## src/rtl/agnus_blitter_pkg.sv

```systemverilog
// -----------------------------------------------------------------------------
// agnus_blitter_pkg
// Shared definitions for the blitter channel sequencer: register addresses,
// channel (pointer/modulo select) codes, counter widths, sequencer states and
// a helper that finds the next enabled DMA channel inside a word.
//
// Build option: ECS_BIGBLIT_EN widens the row/word counters to 15/11 bits and
// adds the BLTSIZV/BLTSIZH registers.
// -----------------------------------------------------------------------------
package agnus_blitter_pkg;

  // Register bus addresses (byte address; the bus carries bits [8:1]).
  localparam logic [8:0] BLTCON0 = 9'h040;
  localparam logic [8:0] BLTCON1 = 9'h042;
  localparam logic [8:0] BLTSIZE = 9'h058;
  localparam logic [8:0] BLTSIZV = 9'h05C;
  localparam logic [8:0] BLTSIZH = 9'h05E;

  // Channel codes driven on ptrsel/modsel.
  localparam logic [1:0] CHA = 2'b10;
  localparam logic [1:0] CHB = 2'b01;
  localparam logic [1:0] CHC = 2'b00;
  localparam logic [1:0] CHD = 2'b11;

`ifdef ECS_BIGBLIT_EN
  localparam int HCNT_W = 15;
  localparam int WCNT_W = 11;
`else
  localparam int HCNT_W = 10;
  localparam int WCNT_W = 6;
`endif

  // ST_SA..ST_SD are consecutive so a slot state doubles as the index of the
  // following channel (ST_SA=1 -> B is channel index 1).
  typedef enum logic [2:0] {
    ST_IDLE = 3'd0,
    ST_SA   = 3'd1,
    ST_SB   = 3'd2,
    ST_SC   = 3'd3,
    ST_SD   = 3'd4,
    ST_SN   = 3'd5,
    ST_FIN  = 3'd6
  } state_e;

  // First enabled channel at or after channel index 'start' (0=A .. 3=D).
  // use_mask bit 3 is A, bit 0 is D. Returns ST_IDLE when none is enabled.
  function automatic state_e first_slot_from(input logic [3:0] use_mask,
                                             input int         start);
    state_e res;
    logic   found;
    res   = ST_IDLE;
    found = 1'b0;
    for (int i = 0; i < 4; i++) begin
      if (!found && i >= start && use_mask[3-i]) begin
        found = 1'b1;
        res   = state_e'(3'(i + 1));
      end
    end
    return res;
  endfunction

endpackage

```

## src/rtl/agnus_blitter_sizecnt.sv

```systemverilog
// -----------------------------------------------------------------------------
// agnus_blitter_sizecnt
// Word and row down-counters for an area blit. A raw value of 0 stands for the
// counter's maximum (2^W); plain modular decrement of 0 yields 2^W-1, so no
// special case is needed beyond never treating 0 as "last".
//
// Ports:
//   clk, reset      bus clock, asynchronous active-high reset
//   load            load height/width (single cycle, already clock-enabled)
//   height, width   blit size, 0 = maximum
//   step            one word finished (single cycle, already clock-enabled)
//   last_word       current word is the last of its row
//   last_row        current row is the last of the blit
// Counter widths follow ECS_BIGBLIT_EN through the package.
// -----------------------------------------------------------------------------
module agnus_blitter_sizecnt
  import agnus_blitter_pkg::*;
(
  input  logic              clk,
  input  logic              reset,
  input  logic              load,
  input  logic [HCNT_W-1:0] height,
  input  logic [WCNT_W-1:0] width,
  input  logic              step,
  output logic              last_word,
  output logic              last_row
);

  logic [HCNT_W-1:0] hcnt_q, hcnt_d;
  logic [WCNT_W-1:0] wcnt_q, wcnt_d;
  logic [WCNT_W-1:0] width_q, width_d;

  // NOTE: every signal assigned in an always_comb gets a default first, so no
  // path leaves it unassigned and no latch is inferred.
  always_comb begin
    hcnt_d  = hcnt_q;
    wcnt_d  = wcnt_q;
    width_d = width_q;
    if (load) begin
      hcnt_d  = height;
      wcnt_d  = width;
      width_d = width;
    end else if (step) begin
      if (last_word) begin
        wcnt_d = width_q;
        hcnt_d = hcnt_q - HCNT_W'(1);
      end else begin
        wcnt_d = wcnt_q - WCNT_W'(1);
      end
    end
  end

  // NOTE: sequential state uses non-blocking assignments so every flop
  // samples its pre-edge inputs regardless of block evaluation order.
  always_ff @(posedge clk or posedge reset) begin
    if (reset) begin
      hcnt_q  <= '0;
      wcnt_q  <= '0;
      width_q <= '0;
    end else begin
      hcnt_q  <= hcnt_d;
      wcnt_q  <= wcnt_d;
      width_q <= width_d;
    end
  end

  assign last_word = (wcnt_q == WCNT_W'(1));
  assign last_row  = (hcnt_q == HCNT_W'(1));

endmodule

```

## src/rtl/agnus_blitter_chanseq.sv

```systemverilog
// -----------------------------------------------------------------------------
// agnus_blitter_chanseq
// Blitter channel sequencer for area-mode blits. Decodes BLTCON0/BLTCON1/
// BLTSIZE writes, walks the enabled channels A,B,C,D once per word, requests a
// chip bus slot for each and, on the granted cycle, strobes the pointer and
// modulo update controls toward the address generator.
//
// Ports:
//   clk, reset            bus clock, asynchronous active-high reset
//   clk7_en               clock enable; all state advances only when high
//   data_in               register bus data
//   reg_address_in[8:1]   register bus address
//   bus_ack               DMA slot granted (sampled with clk7_en)
//   bus_req, bus_we       slot request, slot is a write (channel D)
//   ptrsel, modsel        channel code A=10 B=01 C=00 D=11
//   enaptr,incptr,decptr  pointer update strobe / direction
//   addmod, submod        apply modulo at the end of a row
//   first_line_pixel      tied low (area mode only)
//   busy, done            blit in progress, end-of-blit pulse
// Build option: ECS_BIGBLIT_EN adds BLTSIZV/BLTSIZH and wider counters.
// -----------------------------------------------------------------------------
module agnus_blitter_chanseq
  import agnus_blitter_pkg::*;
(
  input  logic        clk,
  input  logic        reset,
  input  logic        clk7_en,
  input  logic [15:0] data_in,
  input  logic [8:1]  reg_address_in,
  input  logic        bus_ack,
  output logic        bus_req,
  output logic        bus_we,
  output logic [1:0]  ptrsel,
  output logic [1:0]  modsel,
  output logic        enaptr,
  output logic        incptr,
  output logic        decptr,
  output logic        addmod,
  output logic        submod,
  output logic        first_line_pixel,
  output logic        busy,
  output logic        done
);

  state_e            state_q, state_d;
  logic [3:0]        use_mask_q, use_mask_d;
  logic              desc_q, desc_d;
`ifdef ECS_BIGBLIT_EN
  logic [HCNT_W-1:0] vsize_q, vsize_d;
`endif

  logic              start;
  logic              step;
  logic [HCNT_W-1:0] load_h;
  logic [WCNT_W-1:0] load_w;
  logic              last_word, last_row;
  logic              grant;
  state_e            first_slot, next_in_word, word_state;

  assign busy  = (state_q != ST_IDLE) && (state_q != ST_FIN);
  assign done  = (state_q == ST_FIN);
  assign grant = clk7_en & bus_ack;

  // ---------------------------------------------------------------------------
  // Register decode
  // ---------------------------------------------------------------------------
  always_comb begin
    use_mask_d = use_mask_q;
    desc_d     = desc_q;
`ifdef ECS_BIGBLIT_EN
    vsize_d    = vsize_q;
`endif
    start      = 1'b0;
    load_h     = '0;
    load_w     = '0;

    // Control registers are frozen for the duration of a blit.
    if (clk7_en && !busy) begin
      if (reg_address_in == BLTCON0[8:1]) use_mask_d = data_in[11:8];
      if (reg_address_in == BLTCON1[8:1]) desc_d     = data_in[1];
`ifdef ECS_BIGBLIT_EN
      if (reg_address_in == BLTSIZV[8:1]) vsize_d    = data_in[14:0];
`endif
    end

    if (clk7_en && state_q == ST_IDLE) begin
      if (reg_address_in == BLTSIZE[8:1]) begin
        start = 1'b1;
`ifdef ECS_BIGBLIT_EN
        // OCS fields keep their own zero-means-max meaning in the wide counters.
        load_h = (data_in[15:6] == 10'd0) ? HCNT_W'(1024) : HCNT_W'(data_in[15:6]);
        load_w = (data_in[5:0] == 6'd0)   ? WCNT_W'(64)   : WCNT_W'(data_in[5:0]);
`else
        load_h = data_in[15:6];
        load_w = data_in[5:0];
`endif
      end
`ifdef ECS_BIGBLIT_EN
      if (reg_address_in == BLTSIZH[8:1]) begin
        start  = 1'b1;
        load_h = vsize_q;
        load_w = data_in[10:0];
      end
`endif
    end
  end

  // ---------------------------------------------------------------------------
  // Sequencer: state register / next state / outputs
  // ---------------------------------------------------------------------------
  always_ff @(posedge clk or posedge reset) begin
    if (reset) begin
      state_q    <= ST_IDLE;
      use_mask_q <= '0;
      desc_q     <= 1'b0;
`ifdef ECS_BIGBLIT_EN
      vsize_q    <= '0;
`endif
    end else begin
      state_q    <= state_d;
      use_mask_q <= use_mask_d;
      desc_q     <= desc_d;
`ifdef ECS_BIGBLIT_EN
      vsize_q    <= vsize_d;
`endif
    end
  end

  always_comb begin
    first_slot = first_slot_from(use_mask_q, 0);
    if (first_slot == ST_IDLE) first_slot = ST_SN;
    // A slot state's encoding equals the index of the channel after it.
    next_in_word = first_slot_from(use_mask_q, int'(state_q));
    word_state   = (last_word && last_row) ? ST_FIN : first_slot;
  end

  always_comb begin
    state_d = state_q;
    step    = 1'b0;
    unique case (state_q)
      ST_IDLE: if (start) state_d = first_slot;
      ST_SA, ST_SB, ST_SC, ST_SD: begin
        if (grant) begin
          if (next_in_word != ST_IDLE) begin
            state_d = next_in_word;
          end else begin
            step    = 1'b1;
            state_d = word_state;
          end
        end
      end
      ST_SN: begin
        if (clk7_en) begin
          step    = 1'b1;
          state_d = word_state;
        end
      end
      ST_FIN:  if (clk7_en) state_d = ST_IDLE;
      default: state_d = ST_IDLE;
    endcase
  end

  always_comb begin
    bus_req = 1'b0;
    bus_we  = 1'b0;
    ptrsel  = CHC;
    unique case (state_q)
      ST_SA:   begin bus_req = 1'b1; ptrsel = CHA; end
      ST_SB:   begin bus_req = 1'b1; ptrsel = CHB; end
      ST_SC:   begin bus_req = 1'b1; ptrsel = CHC; end
      ST_SD:   begin bus_req = 1'b1; ptrsel = CHD; bus_we = 1'b1; end
      default: ;
    endcase

    enaptr = 1'b0;
    incptr = 1'b0;
    decptr = 1'b0;
    addmod = 1'b0;
    submod = 1'b0;
    if (bus_req && grant) begin
      enaptr = 1'b1;
      incptr = !desc_q;
      decptr = desc_q;
      addmod = last_word && !desc_q;
      submod = last_word && desc_q;
    end
  end

  assign modsel           = ptrsel;
  assign first_line_pixel = 1'b0;

  agnus_blitter_sizecnt u_sizecnt (
    .clk       (clk),
    .reset     (reset),
    .load      (start),
    .height    (load_h),
    .width     (load_w),
    .step      (step),
    .last_word (last_word),
    .last_row  (last_row)
  );

endmodule

```

## config.mk

```make
export PLATFORM = sky130hd
export DESIGN_NAME = agnus_blitter_chanseq
export DESIGN_NICKNAME = d
export VERILOG_FILES = /design/src/rtl/agnus_blitter_pkg.sv /design/src/rtl/agnus_blitter_sizecnt.sv /design/src/rtl/agnus_blitter_chanseq.sv
export SDC_FILE = /design/constraint.sdc
export NUM_CORES = 1
export LEC_CHECK = 0
export CAP_MARGIN = 15
export CORE_MARGIN = 5
export CORE_UTILIZATION = 51
export DETAILED_ROUTE_END_ITERATION = 16
export PLACE_DENSITY = 0.84
export SYNTH_ARGS = -nofsm -noshare
export SYNTH_HDL_FRONTEND = slang
export SYNTH_SLANG_ARGS = --single-unit
```

## constraint.sdc

```tcl
create_clock -name clk -period 2.3 [get_ports clk]
set_clock_uncertainty 0.2 [all_clocks]
set_input_delay 0.46 -clock clk [delete_from_list [all_inputs] [get_ports clk]]
set_output_delay 0.46 -clock clk [all_outputs]
set_load 0.005 [all_outputs]
```

==> summary.md <==
| Metric | Value |
|---|---|
| CP Launch Type | `flop` |
| Post-Syn Area | `2250 um2` |
| Failing checks | `setup timing` |
| Synth Area in Adders | `2.67%` |
| Pre-CTS setup slack | `-444 ps` |
| Num CTS Buffers | `5` |
| Diodes inserted | `0` |
| Synth Area in Compound Gates | `23.3%` |
| First-iteration detailed-routing DRC count | `231` |
| Hold Path Sink | `u_sizecnt.width_q[0]` |
| Die area | `5840 um2` |
| CTS Hold Buffers Added | `0` |
| # nets final | `roughly 380` |
| CP delay by family, top | `simple AND/OR/NAND/NOR gates` |
| YS warnings | `0` |
| Worst Hold Depth | `2` |
| Simple-Gate Fraction of Synth Area | `between 20 and 30%` |
| Root buffer cell | `clkbuf_8` |
| Sw Share | `between 30% and 40%` |
| Period minus WS final | `2340 ps` |
| Layout cells sized above 1 | `28.8%` |
| Final setup viols | `5` |
| # DRC | `0` |
| Routed Antenna Nets | `0` |
| FF-to-FF Start | `state_q[0]` |
| Cell count after synthesis | `264` |
| Status | `finished, violations left` |
| # IOs | `42` |
| CTS tree | `yes` |
| Pwr per Cell Area | `between 900 and 1000 nW/um2` |
| Leakage Power | `1.41 nW` |
| First-pass GRT wire length | `11,100 um` |
| Largest net degree at the start of global routing | `31` |
| Commonest non-fill, non-tap cell in the layout | `buf_4` |
| Standard-cell rows | `24` |
| Total Wirelength | `around 6500 um` |
| Max stage delay cell, worst path | `dfrtp_1` |
| Fmax | `roughly 430 MHz` |
| Seq/Total Area, Yosys | `33.3%` |
| NetSw | `1.07 mW` |
| Placed instance count | `roughly 380` |
| Clock Power Share | `14.6%` |
| Post-synthesis net count | `roughly 300` |
| R2R depth | `9` |
| I/O Buffers | `40` |
| Clk pin slew, worst setup/hold paths | `about 60 ps` |
| Critical path type | `flop to output pin` |
| Hold Path Class | `flop to flop` |
| Fill cells | `330` |
| Die Ht | `roughly 76 um` |
| Yosys cell types | `68` |
| Pre-antenna DRT Iters | `4` |
| Hold slack | `272 ps` |
| Crit Path Max Fanout | `3` |
| RSZ-0062 raised after global routing | `true` |
| Register bit total from synthesis | `30` |
| Crit path capture type | `output pin` |
| Combinational Power Share | `just over 60%` |
| Drt via density | `roughly 6.0` |
| Final hold vios | `0` |
| Vias in the first global route | `2,365` |
| Crit path cell chain | `buf_6 -> nor3_4 -> and4b_2 -> buf_6 -> and3_4 -> buf_6` |
| Die X | `roughly 76 um` |
| Clock Sinks | `30` |
| Flop-to-flop setup slack | `50 ps` |
| Fraction of registers with async set/reset | `100%` |
| Predominant post-synthesis flop cell | `dfrtp_1` |
| Finished Layout Cells | `around 400` |
| Period utilisation layout | `102%` |
| XOR/XNOR Fraction of Synth Area | `1.56%` |
| Core box area | `4320 um2` |
| Hpwl dp | `4920 um` |
| Final worst slack | `-44.1 ps` |
| Slew Limit Fails | `0` |
| Sequential Power Share | `24.7%` |
| CP Data Arrival Time | `roughly 1700 ps` |
| WL/cell | `16.4 um` |
| GP Congestion | `0.957` |
| Crit path buffers/inverters | `3` |
| CTS max path bufs | `2` |
| Number of synthesized flops with an enable pin | `0` |
| Grt ovf | `0` |
| Starting density of the core | `52.1%` |
| Area Growth Syn to Fin | `40.4%` |
| MaxCap Viol Count | `0` |
| Largest family of logic cells by synthesized area | `simple AND/OR/NAND/NOR gates` |
| H-Tree Depth | `2` |
| Overall power | `about 2.9 mW` |
| Reg2reg end | `u_sizecnt.hcnt_q[3]` |
| Pint | `1.79 mW` |
| Mux cell area share after synthesis | `4.94%` |
| Crit-path most repeated cell | `buf_6` |
| Maximum vdd drop | `0.000543 V` |
| Hold path startpoint | `u_sizecnt.width_q[0]` |
| Via count | `2,371` |
| Total track usage | `22.9%` |
| Clk_lat worst skew | `280 ps` |
| Max incr delay on CP | `410 ps` |
| Initial antenna violation count | `0` |
| Most frequent cells in the layout | `buf_4 (43), nand2_1 (30), dfrtp_1 (29), clkdlybuf4s50_1 (29), nor2_1 (22)` |
| Post-synthesis area per instance | `8.53 um2` |
| WP data required | `1640 ps` |
==> routing by layer <==
metal	vias up	wire [um]	GRT usage (%)
met4	0	110	7.34
met2	89	3310	40.2
met1	1144	2640	27.1
li1	1125	-	-
met3	13	427	5.79
met5	-	0	0
==> stage by stage <==
stage / instance area, um2 / utilization [%] / setup TNS [ps]
2_1_floorplan: 2250 / - / 0
3_3_place_gp: 2970 / 68.7 / -5140
3_5_place_dp: 2970 / 68.7 / -6620
4_1_cts: 3160 / 73.0 / -400
5_1_grt: 3160 / 73.1 / -869
6_report: 3160 / 73.1 / -165
==> flip-flops by register name (all words and copies together), names as in the netlist <==
name and count:
u_sizecnt.hcnt_q 10, u_sizecnt.wcnt_q 6, desc_q 1, u_sizecnt.width_q 6, state_q 3, use_mask_q 4
==> cells by family (layout without fill, tap and decap cells) <==
family                   Yosys count  count (layout)
AND/OR/NAND/NOR                  112             112
AO/OA/AOI/OAI                     76              76
flip-flops                        30              30
buffers and inverters             26             106
multiplexers                      10              10
adder cells (fa/ha/maj)            5               5
XOR/XNOR                           4               4
other                              1               1
==> synth_stat cells, types with 4 or more instances <==
library cell	n	share of area, %
nor2_1	23	3.8
nor3_1	9	2.0
nand2b_1	4	1.1
a21oi_1	21	4.7
dfrtp_1	30	33
o21ai_0	14	3.1
nand4_1	4	1.1
nand2_1	30	5.0
inv_1	8	1.3
mux2_1	4	2.0
buf_4	6	2.0
nor2b_1	8	2.2
clkbuf_1	6	1.0
nand3_1	7	1.6
mux2_2	5	2.5
ha_1	4	2.2
a31oi_1	6	1.7
nor4_1	4	1.1
o22a_1	4	1.6
==> what timing repair did <==
| action | CTS | global route |
|---|---|---|
| setup buffers | 8 | 0 |
| gates cloned | 0 | 0 |
| pin swaps | 3 | 3 |
| endpoints found under the setup margin | 16 | 27 |
| gates resized for setup | 44 | 16 |
==> layout make-up <==
class | count | area [um2] | share of cell area (%)
inverters | 8 | 30.0 | 0.950
clock buffers | 6 | 82.6 | 2.61
well taps | 52 | 65.1 | 2.06
flip-flops and latches | 30 | 752 | 23.8
multi-input cells | 208 | 1410 | 44.7
repair buffers | 92 | 818 | 25.9
==> how the worst max path moves through the flow <==
| stage | startpoint | end | slack [ps] | cells past startpoint |
|---|---|---|---|---|
| global route | state_q[0] | bus_req | -130 | 5 |
| global placement | bus_ack | addmod | -400 | 5 |
| floorplan | state_q[1] | addmod | 180 | 6 |
| detailed placement | bus_ack | addmod | -440 | 5 |
| CTS | state_q[2] | submod | -120 | 7 |
| finish | state_q[0] | submod | -40 | 6 |
==> tightest hold or removal path, stage by stage (launching register included) <==
cell and delay [ps]:
dfrtp_1 340, nand2_1 50, nand2_1 50
==> power groups by stage <==
stage | clock network [mW] | logic [mW] | registers (mW)
after floorplan | 0 | 0.924 | 0.725
after global placement | 0 | 1.58 | 0.708
after detailed placement | 0 | 1.62 | 0.714
after CTS | 0.426 | 1.70 | 0.698
after global routing | 0.451 | 1.91 | 0.719
final | 0.416 | 1.74 | 0.706
(Power assumes the default switching activity.)
